File: config.mk
export PLATFORM = sky130hd
export DESIGN_NAME = sr_cmd_scheduler
export DESIGN_NICKNAME = d
export VERILOG_FILES = /design/src/rtl/sr_cmd_scheduler.sv
export SDC_FILE = /design/constraint.sdc
export NUM_CORES = 1
export LEC_CHECK = 0
export BUFFER_PORTS_ARGS = -buffer_cell sky130_fd_sc_hd__buf_4
export CAP_MARGIN = 25
export CORE_MARGIN = 5
export CORE_UTILIZATION = 45
export DETAILED_ROUTE_END_ITERATION = 16
export GPL_TIMING_DRIVEN = 1
export PLACE_DENSITY = 0.73
export SETUP_SLACK_MARGIN = 0.05
export SLEW_MARGIN = 20
export SYNTH_ARGS = -nofsm -noshare
export SYNTH_HDL_FRONTEND = slang
export SYNTH_SLANG_ARGS = --single-unit
File: constraint.sdc
create_clock -name clk -period 1.9 [get_ports clk]
set_input_delay 0.095 -clock clk [delete_from_list [all_inputs] [get_ports clk]]
set_output_delay 0.095 -clock clk [all_outputs]
set_load 0.05 [all_outputs]
File: src/rtl/sr_cmd_scheduler.sv
// Round-robin scheduler sharing one SR flip-flop between N requesters.
// Each grant drives s/r for PULSE_CYC cycles, waits one settle cycle,
// then compares q against the value the command should have produced.
// s and r are never asserted together.
module sr_cmd_scheduler #(
   parameter int unsigned N         = 4,
   parameter int unsigned PULSE_CYC = 1
) (
   input  logic           clk,
   input  logic           rst,
   input  logic [N-1:0]   req,
   input  logic [2*N-1:0] cmd,
   input  logic           q,
   output logic           s,
   output logic           r,
   output logic [N-1:0]   gnt,
   output logic           done,
   output logic           err
);

   localparam int unsigned IW = (N > 1) ? $clog2(N) : 1;
   localparam int unsigned CW = (PULSE_CYC > 1) ? $clog2(PULSE_CYC) : 1;

   localparam logic [1:0] CMD_RESET  = 2'b01;
   localparam logic [1:0] CMD_SET    = 2'b10;
   localparam logic [1:0] CMD_TOGGLE = 2'b11;

   typedef enum logic [1:0] {ST_IDLE, ST_DRIVE, ST_CHECK, ST_DONE} state_t;

   state_t        state, state_nxt;
   logic [IW-1:0] ptr, idx, win;
   logic [IW:0]   cand;
   logic          found;
   logic [1:0]    cmd_l;
   logic [1:0]    win_cmd;
   logic          qlat, exp_q;
   logic [CW-1:0] cnt;
   logic          any_req;
   logic          s_nxt, r_nxt, done_nxt, err_nxt;
   logic [N-1:0]  gnt_nxt;
   logic [1:0]    cmd_a [N];

   // {s,r} drive for a command; toggle flips relative to the latched q
   function automatic logic [1:0] sr_drive(input logic [1:0] c, input logic ql);
      case (c)
         CMD_SET:    sr_drive = 2'b10;
         CMD_RESET:  sr_drive = 2'b01;
         CMD_TOGGLE: sr_drive = ql ? 2'b01 : 2'b10;
         default:    sr_drive = 2'b00;
      endcase
   endfunction

   // q value the flip-flop should hold once the command has been applied
   function automatic logic q_expect(input logic [1:0] c, input logic ql);
      case (c)
         CMD_SET:    q_expect = 1'b1;
         CMD_RESET:  q_expect = 1'b0;
         CMD_TOGGLE: q_expect = ~ql;
         default:    q_expect = ql;
      endcase
   endfunction

   for (genvar gi = 0; gi < N; gi++) begin : g_cmd
      assign cmd_a[gi] = cmd[2*gi +: 2];
   end

   assign any_req = |req;
   assign win_cmd = cmd_a[win];

   // Round-robin winner: first set req bit scanning from ptr with wrap at N
   always_comb begin
      win   = '0;
      cand  = '0;
      found = 1'b0;
      for (int unsigned i = 0; i < N; i++) begin
         cand = {1'b0, ptr} + (IW+1)'(i);
         if (cand >= (IW+1)'(N)) cand = cand - (IW+1)'(N);
         if (!found && req[cand[IW-1:0]]) begin
            found = 1'b1;
            win   = cand[IW-1:0];
         end
      end
   end

   // State register
   always_ff @(posedge clk or negedge rst) begin
      if (!rst) state <= ST_IDLE;
      else      state <= state_nxt;
   end

   // Next-state logic
   always_comb begin
      state_nxt = state;
      case (state)
         ST_IDLE:  if (any_req) state_nxt = ST_DRIVE;
         ST_DRIVE: if (cnt == '0) state_nxt = ST_CHECK;
         ST_CHECK: state_nxt = ST_DONE;
         ST_DONE:  state_nxt = ST_IDLE;
         default:  state_nxt = ST_IDLE;
      endcase
   end

   // Next values of the registered outputs
   always_comb begin
      s_nxt    = 1'b0;
      r_nxt    = 1'b0;
      gnt_nxt  = gnt;
      done_nxt = 1'b0;
      err_nxt  = err;
      case (state)
         ST_IDLE: begin
            gnt_nxt = '0;
            err_nxt = 1'b0;
            if (any_req) begin
               gnt_nxt[win]   = 1'b1;
               {s_nxt, r_nxt} = sr_drive(win_cmd, q);
            end
         end
         ST_DRIVE: if (cnt != '0) {s_nxt, r_nxt} = sr_drive(cmd_l, qlat);
         ST_CHECK: begin
            done_nxt = 1'b1;
            err_nxt  = (q != exp_q);
         end
         ST_DONE: begin
            gnt_nxt = '0;
            err_nxt = 1'b0;
         end
         default: ;
      endcase
   end

   // Output registers
   always_ff @(posedge clk or negedge rst) begin
      if (!rst) begin
         s    <= 1'b0;
         r    <= 1'b0;
         gnt  <= '0;
         done <= 1'b0;
         err  <= 1'b0;
      end else begin
         s    <= s_nxt;
         r    <= r_nxt;
         gnt  <= gnt_nxt;
         done <= done_nxt;
         err  <= err_nxt;
      end
   end

   // Transaction context: latched at grant, pulse counter, pointer advance
   always_ff @(posedge clk or negedge rst) begin
      if (!rst) begin
         ptr   <= '0;
         idx   <= '0;
         cmd_l <= '0;
         qlat  <= 1'b0;
         exp_q <= 1'b0;
         cnt   <= '0;
      end else begin
         case (state)
            ST_IDLE: if (any_req) begin
               idx   <= win;
               cmd_l <= win_cmd;
               qlat  <= q;
               exp_q <= q_expect(win_cmd, q);
               cnt   <= CW'(PULSE_CYC - 1);
            end
            ST_DRIVE: if (cnt != '0) cnt <= cnt - CW'(1);
            ST_DONE:  ptr <= (idx == IW'(N - 1)) ? '0 : idx + IW'(1);
            default: ;
         endcase
      end
   end

endmodule

==> impl_metrics.ini <==
[global_routing]
antenna_found_initial = 0
grt_pass1_vias = 652
grt_use_total_pct = 15.3
grt_overflow = 0
grt_pass1_wl_um = 3010
grt_max_degree = 16

[placed_design]
dp_hpwl_um = 1420
io_buffers = 22
dpl_cell_area_um2 = 1040
gp_congestion = 0.707

[logic_synthesis]
synth_cells = 74
synth_cell_types = 28
synth_nets = 94
synth_top_area_share_pct = 45.5
synth_area_leaders = dfrtp_1 (45%), mux2_2 (9.5%), ha_1 (7.6%), a22o_1 (4.2%), nand2_1 (3.2%)
synth_area_um2 = 826
async_flop_share_pct = 100
ys_seq_elements = 15
avgSynthCellArea_um2 = 11.2
synth-main-ff-cell = dfrtp_1
yosysSeqAreaShare_pct = 45.5
synth_edf_count = 0
synth_top_area_cell = dfrtp_1
ys_warn_count = 0

[clock_network]
clk_path_buf_depth = 2
clk_transition_reported_paths_ns = 0.08
cts_tree = done
cts_buffers = 3
clkSinkCount = 15
cts_root_buf = clkbuf_4
clk_latency_ns = 0.29
h-tree-depth = 1

[timing]
setup_viol = 0
slew_violations = 0
rsz0062_at_grt = true
hold_viol = 0
slew_headroom_pct = 80.4
max_freq_mhz = 537
period_needed_ns = 1.86
post-route-period-util_pct = 98.0
worst_pin_slew_ns = 0.293
skew_ns = 0.00206

[worst_setup_path]
start_kind = flop
r2r_setup_slack_ns = 0.04
crit_path_end_kind = flop
crit_arrival_ns = 2.08
crit_required_ns = 2.12
path_cells = nand2b_4 -> a21oi_2 -> a211oi_4 -> mux2_4 -> mux4_2 -> o21ai_2
path_max_fanout = 4
critPathMaxStageDelay_ns = 0.47
cpMaxStageDelayCell = mux4_2
path_class = reg2reg

[detailed_routing]
wl_per_cell_um = 13.9
drt.antenna.violating_nets = 0
routed_wl_um = 1810
drt_iter0_drc = 4
vias = 658
drcViolationCount = 0
firstDrtPassIters = 4
vias_per_cell = 5.06

[run_status]
status = finished, final reports clean

[run]
max-cap-violations = 0

[floorplan]
rows = 15
die_area_um2 = 2790
core-area_um2 = 1730
die_height_um = 52.8
ios = 23
start_util_pct = 47.8
die_x_um = 52.8

[layout]
num_antenna_cells = 0
drive_gt1_share_pct = 41.9
fin_nets = 126
ff_latch_area_um2 = 375
fillers = 159
syn_to_final_growth_pct = 34.5
multi_input_area_um2 = 444
final_area_um2 = 1110

[pwr]
ir_worst_vdd_uv = 718
power_density_nw_per_um2 = 1600
power_w = 0.00177
p_leak_nw = 0.546

[hold_path]
min_path_type = in2async
stage by stage:
stage | TNS (ns) | setup WS (ns) | hold WS (ns) | cells | utilization (%)
6_report | 0 | 0.0387 | 0.197 | 130 | 64.3
5_1_grt | -0.0563 | -0.0563 | 0.197 | 130 | 64.3
4_1_cts | 0 | 0.0266 | 0.185 | 129 | 63.0
3_5_place_dp | 0 | 0.0408 | -0.0399 | 123 | 60.3
3_3_place_gp | 0 | 0.114 | -0.0407 | 123 | 60.3
2_1_floorplan | 0 | 0.0600 | -0.201 | 74 | -
synth_stat cells (2+ instances only):
library cell,instances
a21oi_1,2
a22o_1,4
inv_1,4
nand2_1,7
nor2_1,6
mux2i_1,2
dfrtp_1,15
ha_1,5
o21ai_0,3
nand2b_1,2
mux2_2,7
state kept, by name (all words and copies together), names as in the netlist:
name / flops
exp_q: 1
state: 2
done: 1
ptr: 2
r: 1
idx: 2
s: 1
err: 1
gnt: 4
logic make-up (layout without fill, tap and decap cells):
group                      after synthesis  after routing  synth area share (%)
buffers and inverters                    6             37                  2.73
xor gates and xnor gates                 1              1                  1.06
and+or+nand+nor                         20             20                  11.1
muxes                                   10             10                  14.7
adders and majority gates                5              5                  7.58
DFF                                     15             15                  45.5
AOI/OAI and AO/OA                       17             17                  17.4
per-layer routing:
layer / routed length [um] / global-route usage [%]
met1: 779 / 17.5
met4: 23 / 5.11
met2: 892 / 25.4
met3: 112 / 6.55
met5: 0 / 0
layout by cell type (no fill, tap or decap), drive strengths merged:
cell          n
nand2b        2
xor2          1
clkbuf        4
mux4          1
nor3          1
nor3b         1
nor2b         1
a22o          4
buf          26
nor2          6
mux2i         2
a21oi         3
a211oi        2
dfrtp        15
a31oi         1
nand2         7
o2111a        1
dlygate4sd3   2
nor4          1
mux2          7
ha            5
inv           5
nand3         1
o22a          1
o22ai         1
o21ai         4
report_power, final:
| group | total (W) | internal [W] | switching, W |
|---|---|---|---|
| Sequential | 0.000556 | 0.000457 | 0.0000991 |
| Clock | 0.000182 | 0.0000817 | 0.0000998 |
| Combinational | 0.00103 | 0.000457 | 0.000578 |
| Total | 0.00177 | 0.000995 | 0.000777 |
worst max-delay path: cells and delay by family, from the launching register on:
family	cells	cell delay, ns
DFF	1	0.40
muxes	2	0.81
and+or+nand+nor	1	0.15
AOI/OAI and AO/OA	3	0.44
path summary, 6_finish.rpt:
check | depth (start not counted) | end | from
max | 6 | exp_q | ptr[0]
min | 2 | err | rst
max reg2reg | 6 | exp_q | ptr[0]
min reg2reg | 2 | err | err
max in group asynchronous | 2 | gnt[0] | rst
min in group clk | 4 | state[0] | req[2]
layout make-up:
cell class | count | share of cell area, %
multi-input cells | 53 | 40.0
flip-flops and latches | 15 | 33.8
repair buffers | 28 | 19.4
well taps | 25 | 2.82
clock buffers | 4 | 2.36
inverters | 5 | 1.69
timing repair:
action,4_1_cts,5_1_grt
hold endpoints to repair,16,0
hold buffers,2,0
buffers inserted,0,1
resized for setup,0,4
endpoints found under the setup margin,1,3
Note: power is estimated with default switching activity, not from simulation.
